File: config.mk
export PLATFORM = sky130hd
export DESIGN_NAME = change_dispenser
export DESIGN_NICKNAME = d
export VERILOG_FILES = /design/src/rtl/change_dispenser.sv
export SDC_FILE = /design/constraint.sdc
export NUM_CORES = 1
export LEC_CHECK = 0
export CELL_PAD_IN_SITES_DETAIL_PLACEMENT = 0
export CELL_PAD_IN_SITES_GLOBAL_PLACEMENT = 1
export CORE_ASPECT_RATIO = 1.25
export CORE_MARGIN = 2
export CORE_UTILIZATION = 50
export DETAILED_ROUTE_END_ITERATION = 7
export DONT_BUFFER_PORTS = 1
export GPL_TIMING_DRIVEN = 0
export PLACE_DENSITY_LB_ADDON = 0.12
export SYNTH_ARGS = -nofsm -noshare
export SYNTH_HDL_FRONTEND = slang
export SYNTH_SLANG_ARGS = --single-unit
File: constraint.sdc
create_clock -name clk -period 4.3 [get_ports clk]
set_input_delay 0.43 -clock clk [delete_from_list [all_inputs] [get_ports clk]]
set_output_delay 0.43 -clock clk [all_outputs]
set_load 0.01 [all_outputs]
File: src/rtl/change_dispenser.sv
// Change dispenser: pays a 5-bit change amount as greedy 10/5-unit coin pulses
// through a hopper handshake, with a fixed idle gap between coin commands.
module change_dispenser #(
    parameter int unsigned COIN_GAP = 2
) (
    input  logic       clk,
    input  logic       reset,
    input  logic       change_valid,
    input  logic [4:0] change_amount,
    input  logic       hopper_ready,
    output logic       busy,
    output logic       coin10,
    output logic       coin5,
    output logic       done,
    output logic       short,
    output logic [2:0] residue
);

    typedef enum logic [1:0] {
        ST_IDLE  = 2'd0,
        ST_ISSUE = 2'd1,
        ST_GAP   = 2'd2,
        ST_DONE  = 2'd3
    } state_t;

    localparam logic [3:0] GAP_LOAD = COIN_GAP[3:0];

    state_t     state_r;
    state_t     state_next_s;
    logic [4:0] remaining_r;
    logic [4:0] remaining_next_s;
    logic [3:0] gap_cnt_r;
    logic [3:0] gap_cnt_next_s;
    logic       coin10_next_s;
    logic       coin5_next_s;
    logic       accept_s;

    // Next-state, next-remaining and coin-command decode.
    always_comb begin
        state_next_s     = state_r;
        remaining_next_s = remaining_r;
        gap_cnt_next_s   = gap_cnt_r;
        coin10_next_s    = 1'b0;
        coin5_next_s     = 1'b0;
        accept_s         = 1'b0;
        case (state_r)
            ST_IDLE: begin
                if (change_valid) begin
                    accept_s         = 1'b1;
                    remaining_next_s = change_amount;
                    if (change_amount < 5'd5) begin
                        state_next_s = ST_DONE;
                    end else begin
                        state_next_s = ST_ISSUE;
                    end
                end else begin
                    state_next_s = ST_IDLE;
                end
            end
            ST_ISSUE: begin
                if (remaining_r < 5'd5) begin
                    // Unreachable by construction; bail out rather than pay a coin we cannot cover.
                    state_next_s = ST_DONE;
                end else if (hopper_ready) begin
                    if (remaining_r >= 5'd10) begin
                        coin10_next_s    = 1'b1;
                        remaining_next_s = remaining_r - 5'd10;
                    end else begin
                        coin5_next_s     = 1'b1;
                        remaining_next_s = remaining_r - 5'd5;
                    end
                    if (remaining_next_s < 5'd5) begin
                        state_next_s = ST_DONE;
                    end else begin
                        state_next_s   = ST_GAP;
                        gap_cnt_next_s = GAP_LOAD;
                    end
                end else begin
                    state_next_s = ST_ISSUE;
                end
            end
            ST_GAP: begin
                if (gap_cnt_r <= 4'd1) begin
                    state_next_s   = ST_ISSUE;
                    gap_cnt_next_s = 4'd0;
                end else begin
                    state_next_s   = ST_GAP;
                    gap_cnt_next_s = gap_cnt_r - 4'd1;
                end
            end
            ST_DONE: begin
                state_next_s = ST_IDLE;
            end
            default: begin
                state_next_s = ST_IDLE;
            end
        endcase
    end

    // State register and registered outputs; done and the residue flags land as DONE is entered.
    always_ff @(posedge clk or posedge reset) begin
        if (reset) begin
            state_r     <= ST_IDLE;
            remaining_r <= 5'd0;
            gap_cnt_r   <= 4'd0;
            busy        <= 1'b0;
            coin10      <= 1'b0;
            coin5       <= 1'b0;
            done        <= 1'b0;
            short       <= 1'b0;
            residue     <= 3'd0;
        end else begin
            state_r     <= state_next_s;
            remaining_r <= remaining_next_s;
            gap_cnt_r   <= gap_cnt_next_s;
            busy        <= (state_next_s != ST_IDLE);
            coin10      <= coin10_next_s;
            coin5       <= coin5_next_s;
            done        <= (state_next_s == ST_DONE);
            if (state_next_s == ST_DONE) begin
                short   <= (remaining_next_s != 5'd0);
                residue <= remaining_next_s[2:0];
            end else if (accept_s) begin
                short   <= 1'b0;
                residue <= 3'd0;
            end else begin
                short   <= short;
                residue <= residue;
            end
        end
    end

endmodule
# Yosys cells after proc, flatten, opt, wreduce, memory -nomap -nowiden
# Cells that the tools add are included.
word_totals:
  output_inout_bits: 8
  input_bits: 9
  ff_bits: 19
  word_cells: 64
op_classes:
  eq_ne: 7
  magnitude_cmp: 5
  n_reduce_logical: 6
  n_mux: 34
  add_sub_neg: 3
op_table:
  columns: ["operator", "n"]
  rows:
  - ["two-way mux 5 bit", 7]
  - ["two-way mux 4 bit", 4]
  - ["less-than comparator 5 x 3 -> 1 bit (second input constant)", 3]
  - ["two-way mux 1 bit", 13]
  - ["two-way mux 2 bit", 5]
  - ["one-hot mux 5 bit (2 select lines)", 1]
  - ["one-hot mux 2 bit (4 select lines)", 1]
  - ["one-hot mux 4 bit (2 select lines)", 1]
  - ["equality test 2 bit (second input constant)", 3]
  - ["two-way mux 3 bit", 2]
  - ["!= test 2 bit (second input constant)", 3]
  - ["nonzero test 2 bit", 3]
  - [">= comparator 5 x 4 -> 1 bit (second input constant)", 1]
  - ["nonzero test 5 bit", 1]
  - ["subtractor 5 x 3 -> 5 bit (second input constant)", 1]
  - ["subtractor 5 x 4 -> 5 bit (second input constant)", 1]
  - ["less-or-equal comparator 4 x 1 -> 1 bit (second input constant)", 1]
  - ["AND reduction 4 bit", 1]
  - ["subtractor 4 x 1 -> 4 bit (second input constant)", 1]
  - ["equality test 2 x 1 -> 1 bit (second input constant)", 1]
  - ["logical NOT 2 bit", 1]

# Logic depth before layout (Yosys ltp)
depth:
  ltp_word: 12
  ltp_mapped: 10
  ltp_nobuf: 9

# Least setup slack after synthesis
# Ideal clock, no wire load.
synth_timing:
  kind: "register to register"
  start: "reg remaining_r[0]"
  end: "reg residue[1]"
  setup_ns: 0.125
  arrival_time_ns: 2.319
  stages_incl_launch_ff: 10
  n_path_buf: 1
  synth_period_minus_slack_ns: 2.444
  required_ns: 4.175
  setup_slack_ns: 1.856
  path_cell_list: "dfrtp_1 -> clkbuf_1 -> inv_1 -> ha_1 -> nand2b_1 -> a31oi_1 -> mux2_2 -> o31ai_2 -> nand2_1 -> mux2_2"
synth_between:
  elab_chain_cells: 12
  word_cells_on_any_way: 19
  classes_between: "2 x add/sub; 3 x order compare; 1 x eq/ne; 12 x mux; 1 x reduce/logical"
synth_lines:
  columns: ["item", "line_no", "text"]
  rows:
  - ["from (decl)", "30", "logic [4:0] remaining_r;"]
  - ["from (signal assigned)", "114", "remaining_r <= remaining_next_s;"]
  - ["subtractor 5 x 3 -> 5 bit (tied with other cells)", "70", "remaining_next_s = remaining_r - 5'd5;"]
  - ["two-way mux 5 bit", "65", "if (remaining_r >= 5'd10) begin"]
  - ["two-way mux 5 bit", "64", "end else if (hopper_ready) begin"]
  - ["two-way mux 5 bit", "61", "if (remaining_r < 5'd5) begin"]
  - ["two-way mux 5 bit", "46", "case (state_r)"]
  - ["less-than comparator 5 x 3 -> 1 bit", "72", "if (remaining_next_s < 5'd5) begin"]
  - ["two-way mux 1 bit", "72", null]
  - ["two-way mux 2 bit", "64", null]
  - ["two-way mux 2 bit *", "61", null]
  - ["one-hot mux 2 bit (4 select lines) *", "46", null]
  - ["named net state_next_s[0]", "29", "state_t state_next_s;"]
  - ["equality test 2 bit *", "120", "if (state_next_s == ST_DONE) begin"]
  - ["two-way mux 3 bit / nonzero test 2 bit (equally long branches)", null, null]
  - ["to (signal assigned)", "122", "residue <= remaining_next_s[2:0];"]
  - ["to (signal assigned)", "128", "residue <= residue;"]
  - ["to (decl)", "16", "output logic [2:0] residue"]
# The timed path passes the listed nets; every way through them passes the cells marked *. The select of a mux whose other input is x is not followed.
# A chain may end at the register's enable or synchronous reset.

# Worst setup path in the final report
layout_timing:
  start: "reg remaining_r[0]"
  end: "reg residue[2]"
# Same word-level chain as after synthesis.

==> summary.txt <==
Outcome
  – Run status: completed

Yosys
  – Average size of a mapped cell: 8.733 sq um
  – Dominant synthesized flop cell: dfrtp_1
  – Sequential element share of the synthesized area: 0.3629
  – Cells after synthesis: 150
  – Syn Nets: 166
  – Compound-cell area share of the yosys netlist: 0.2789
  – Post-Synth XOR/XNOR Area: 0.01337
  – Adder-Cell Fraction of Synth Area: 0.06686
  – Post-Synth Simple-Gate Area: 0.1862
  – Netlist Area Pre-Place: 0.001310 sq mm
  – Yosys reg bits: 19
  – Synth top area cells: dfrtp_1 36%, ha_1 6.7%, inv_1 4.0%
  – Largest family of logic cells by synthesized area: compound AO/OA/AOI/OAI gates
  – Mux share of post-synthesis cell area: 0.03343
  – Post-synth cell types: 44
  – Post-synth EDFFs: 0
  – Yosys top cell by area: dfrtp_1
  – Async SR Flop Fraction: 1.000
  – Post-synth top area share: 0.3629
  – YS warnings: 0

Hold path
  – Hold Path Class: in -> async

Critical path
  – Max incr delay on CP: 0.46 ns
  – Crit-path max FO: 8
  – Crit-path slowest cell: a31oi_1
  – Startpoint types: flip-flop
  – WS Path Type: reg -> reg
  – Crit path DAT: 3.17 ns
  – Critical path's top delay family: compound AO/OA/AOI/OAI gates
  – WP buf/inv: 2
  – CP Cell Sequence: clkbuf_1, inv_1, ha_1, nand2b_1, a31oi_1, mux2_2, o31ai_2, nand2_1, mux2_2
  – Worst path most repeated cell: mux2_2
  – CP Data Required Time: 4.49 ns
  – Crit. End Element: flip-flop

Power and ir drop
  – Leakage power: 0.6409 nW
  – Logic pwr share: 0.632
  – Reg power frac: 0.290
  – Pwr Total: 1.151 mW
  – Power density over the cells: 835.0 mW/mm^2
  – Clk pwr share: 0.077
  – Switching Fraction: 0.4845
  – Worst vdd ir: 408.2 uV
  – Sw power: 557.8 uW
  – P_int: 593.5 uW

Clock network
  – Clock Sinks: 19
  – Number of CTS-inserted buffers: 3
  – Setup Fix Bufs, Post-CTS: 0
  – CTS tree: built
  – Cts repair resizes: 0
  – Htree depth: 1
  – Hold buffers post-CTS: 0
  – Worst-Skew Late Latency: 0.30 ns
  – CTS Buffer Depth: 2
  – Clock transition at the registers of the reported paths: 0.10 ns
  – Root buffer cell: clkbuf_4

Route
  – Initial DRC Count: 42
  – Total Wirelength: 2997 microns
  – Remaining antenna violation count: 0
  – DRC: 0
  – Iteration count of the initial detailed-routing pass: 4
  – Routed vias/inst: 6.064
  – DR vias: 1134
  – Drt wl/cell: 16.03 microns

Finish
  – Layout cell share with drive strength beyond 1: 0.09740
  – Number of non-filler instances in the completed layout: 187
  – P&R area growth vs syn: 5.253%
  – Final #Nets: 171
  – Antenna cells: 0
  – Final core occ: 0.5622

GRT
  – GR Util met2: 0.3962
  – Initial antenna violation count: 0
  – Pin count of the biggest net entering global routing: 20
  – Most Crowded Layer GR: met2
  – Total gr overflow: 0
  – Vias in the first global route: 1093
  – First-pass GRT wire length: 5181 microns
  – Met1 usage: 0.2802
  – GR Util met3: 0.03398
  – Gr usage total: 0.2261

Floorplan
  – Initial core utilization: 0.5342
  – Area of the die: 0.003048 sq mm
  – I/O Pins: 17
  – Die Width: 49.78 microns
  – Core Rows: 20
  – CORE AREA: 0.002452 sq mm
  – Die Y-Extent: 61.23 microns

STA
  – Min Tclk post-route: 2.976 ns
  – Fin Clk Skew: 0.002829 ns
  – WHS: 0.1075 ns
  – Sum Neg Setup Slack: 0 ns
  – Slew headroom: 0.5445
  – RSZ-0062 raised after global routing: no
  – Worst-Margin Slew: 0.6825 ns
  – Ratio of final minimum period to clock period: 0.6921
  – Hold Violations, Final: 0
  – Pins Over Slew Limit: 0
  – Endpoints failing setup: 0
  – F_max: 0.3360 GHz

Placement
  – HPWL Detailed: 2411 microns
  – Placed cells: 183
  – GPL Wtd Cong: 0.9348
  – Port-buffer cells: 0

Job
  – Max-cap violations: 0
## synth_stat cells, drive strengths merged, types with 2 or more instances
cell type	number
a211oi	2
a21o	5
a21oi	8
a2bb2oi	3
a31oi	6
and2	4
and3	2
clkbuf	5
dfrtp	19
ha	7
inv	14
mux2	3
nand2	11
nand2b	2
nand3	2
nor2	12
nor2b	3
nor3b	2
o211ai	3
o21ai	9
o22ai	4
o2bb2ai	3
o31ai	2
or2	2
## logic make-up (layout without fill, tap and decap cells)
family | Yosys count | in the layout
AO/OA/AOI/OAI | 52 | 52
AND/OR/NAND/NOR | 46 | 46
buffers and inverters | 20 | 24
flip-flops | 19 | 19
adder cells (fa/ha/maj) | 7 | 7
multiplexers | 4 | 4
XOR/XNOR | 2 | 2
## path summary, 6_finish.rpt
check	start	end	slack [ns]	cells past startpoint
worst max-delay path	remaining_r[0]	residue[2]	1.32	9
worst min-delay path	reset	short	0.11	1
worst max register to register	remaining_r[0]	residue[2]	1.32	9
worst min register to register	gap_cnt_r[0]	gap_cnt_r[0]	0.54	1
max in group asynchronous	reset	gap_cnt_r[2]	3.76	1
min in group clk	change_amount[2]	remaining_r[2]	0.42	2
## sequential cells by signal, summed over array words and instances, names as in the netlist
name	count
busy	1
coin10	1
coin5	1
done	1
gap_cnt_r	4
remaining_r	5
residue	3
short	1
state_r	2
## placed cells by master, fill, tap and decap left out, drive strengths merged, types with 2 or more instances in the layout
cell type	n
dfrtp	19
inv	14
nor2	12
nand2	11
o21ai	9
a21oi	8
clkbuf	8
ha	7
a31oi	6
a21o	5
o22ai	4
and2	4
nor2b	3
o211ai	3
mux2	3
a2bb2oi	3
o2bb2ai	3
nand2b	2
nand3	2
nor3b	2
or2	2
and3	2
o31ai	2
a211oi	2
## cell type report
class / instances / area (sq um)
well taps: 33 / 41.29
fillers: 256 / 1074
multi-input cells: 111 / 758.2
clock inverters: 1 / 5.005
inverters: 14 / 52.55
plain buffers: 6 / 23.77
clock buffers: 3 / 22.52
flip-flops and latches: 19 / 475.5
## worst register-to-register path, cell delays in order, from the launching register on
cell      delay, ns
dfrtp_1        0.38
clkbuf_1       0.19
inv_1          0.21
ha_1           0.21
nand2b_1       0.11
a31oi_1        0.46
mux2_2         0.43
o31ai_2        0.41
nand2_1        0.18
mux2_2         0.30
## power groups by stage
| stage | Sequential (mW) | Combinational [mW] | Clock [mW] |
|---|---|---|---|
| finish | 0.334 | 0.728 | 0.0889 |
| detailed placement | 0.336 | 0.725 | 0 |
| global placement | 0.333 | 0.712 | 0 |
| global route | 0.347 | 0.828 | 0.0981 |
| CTS | 0.334 | 0.728 | 0.0899 |
| floorplan | 0.317 | 0.584 | 0 |
## through the flow
step | worst slack (ns) | cell area [sq um]
4_1_cts | 1.369 | 1379
2_1_floorplan | 1.856 | 1310
3_5_place_dp | 1.385 | 1351
5_1_grt | 1.100 | 1379
3_3_place_gp | 1.373 | 1351
6_report | 1.324 | 1379
## metal layers
metal	wire [microns]	vias to the layer above	part of all wire
li1	-	561	-
met1	1254	533	0.42
met2	1526	33	0.51
met3	157	7	0.052
met4	58	0	0.019
met5	0	-	0
Power figures use the tool's default switching activity.
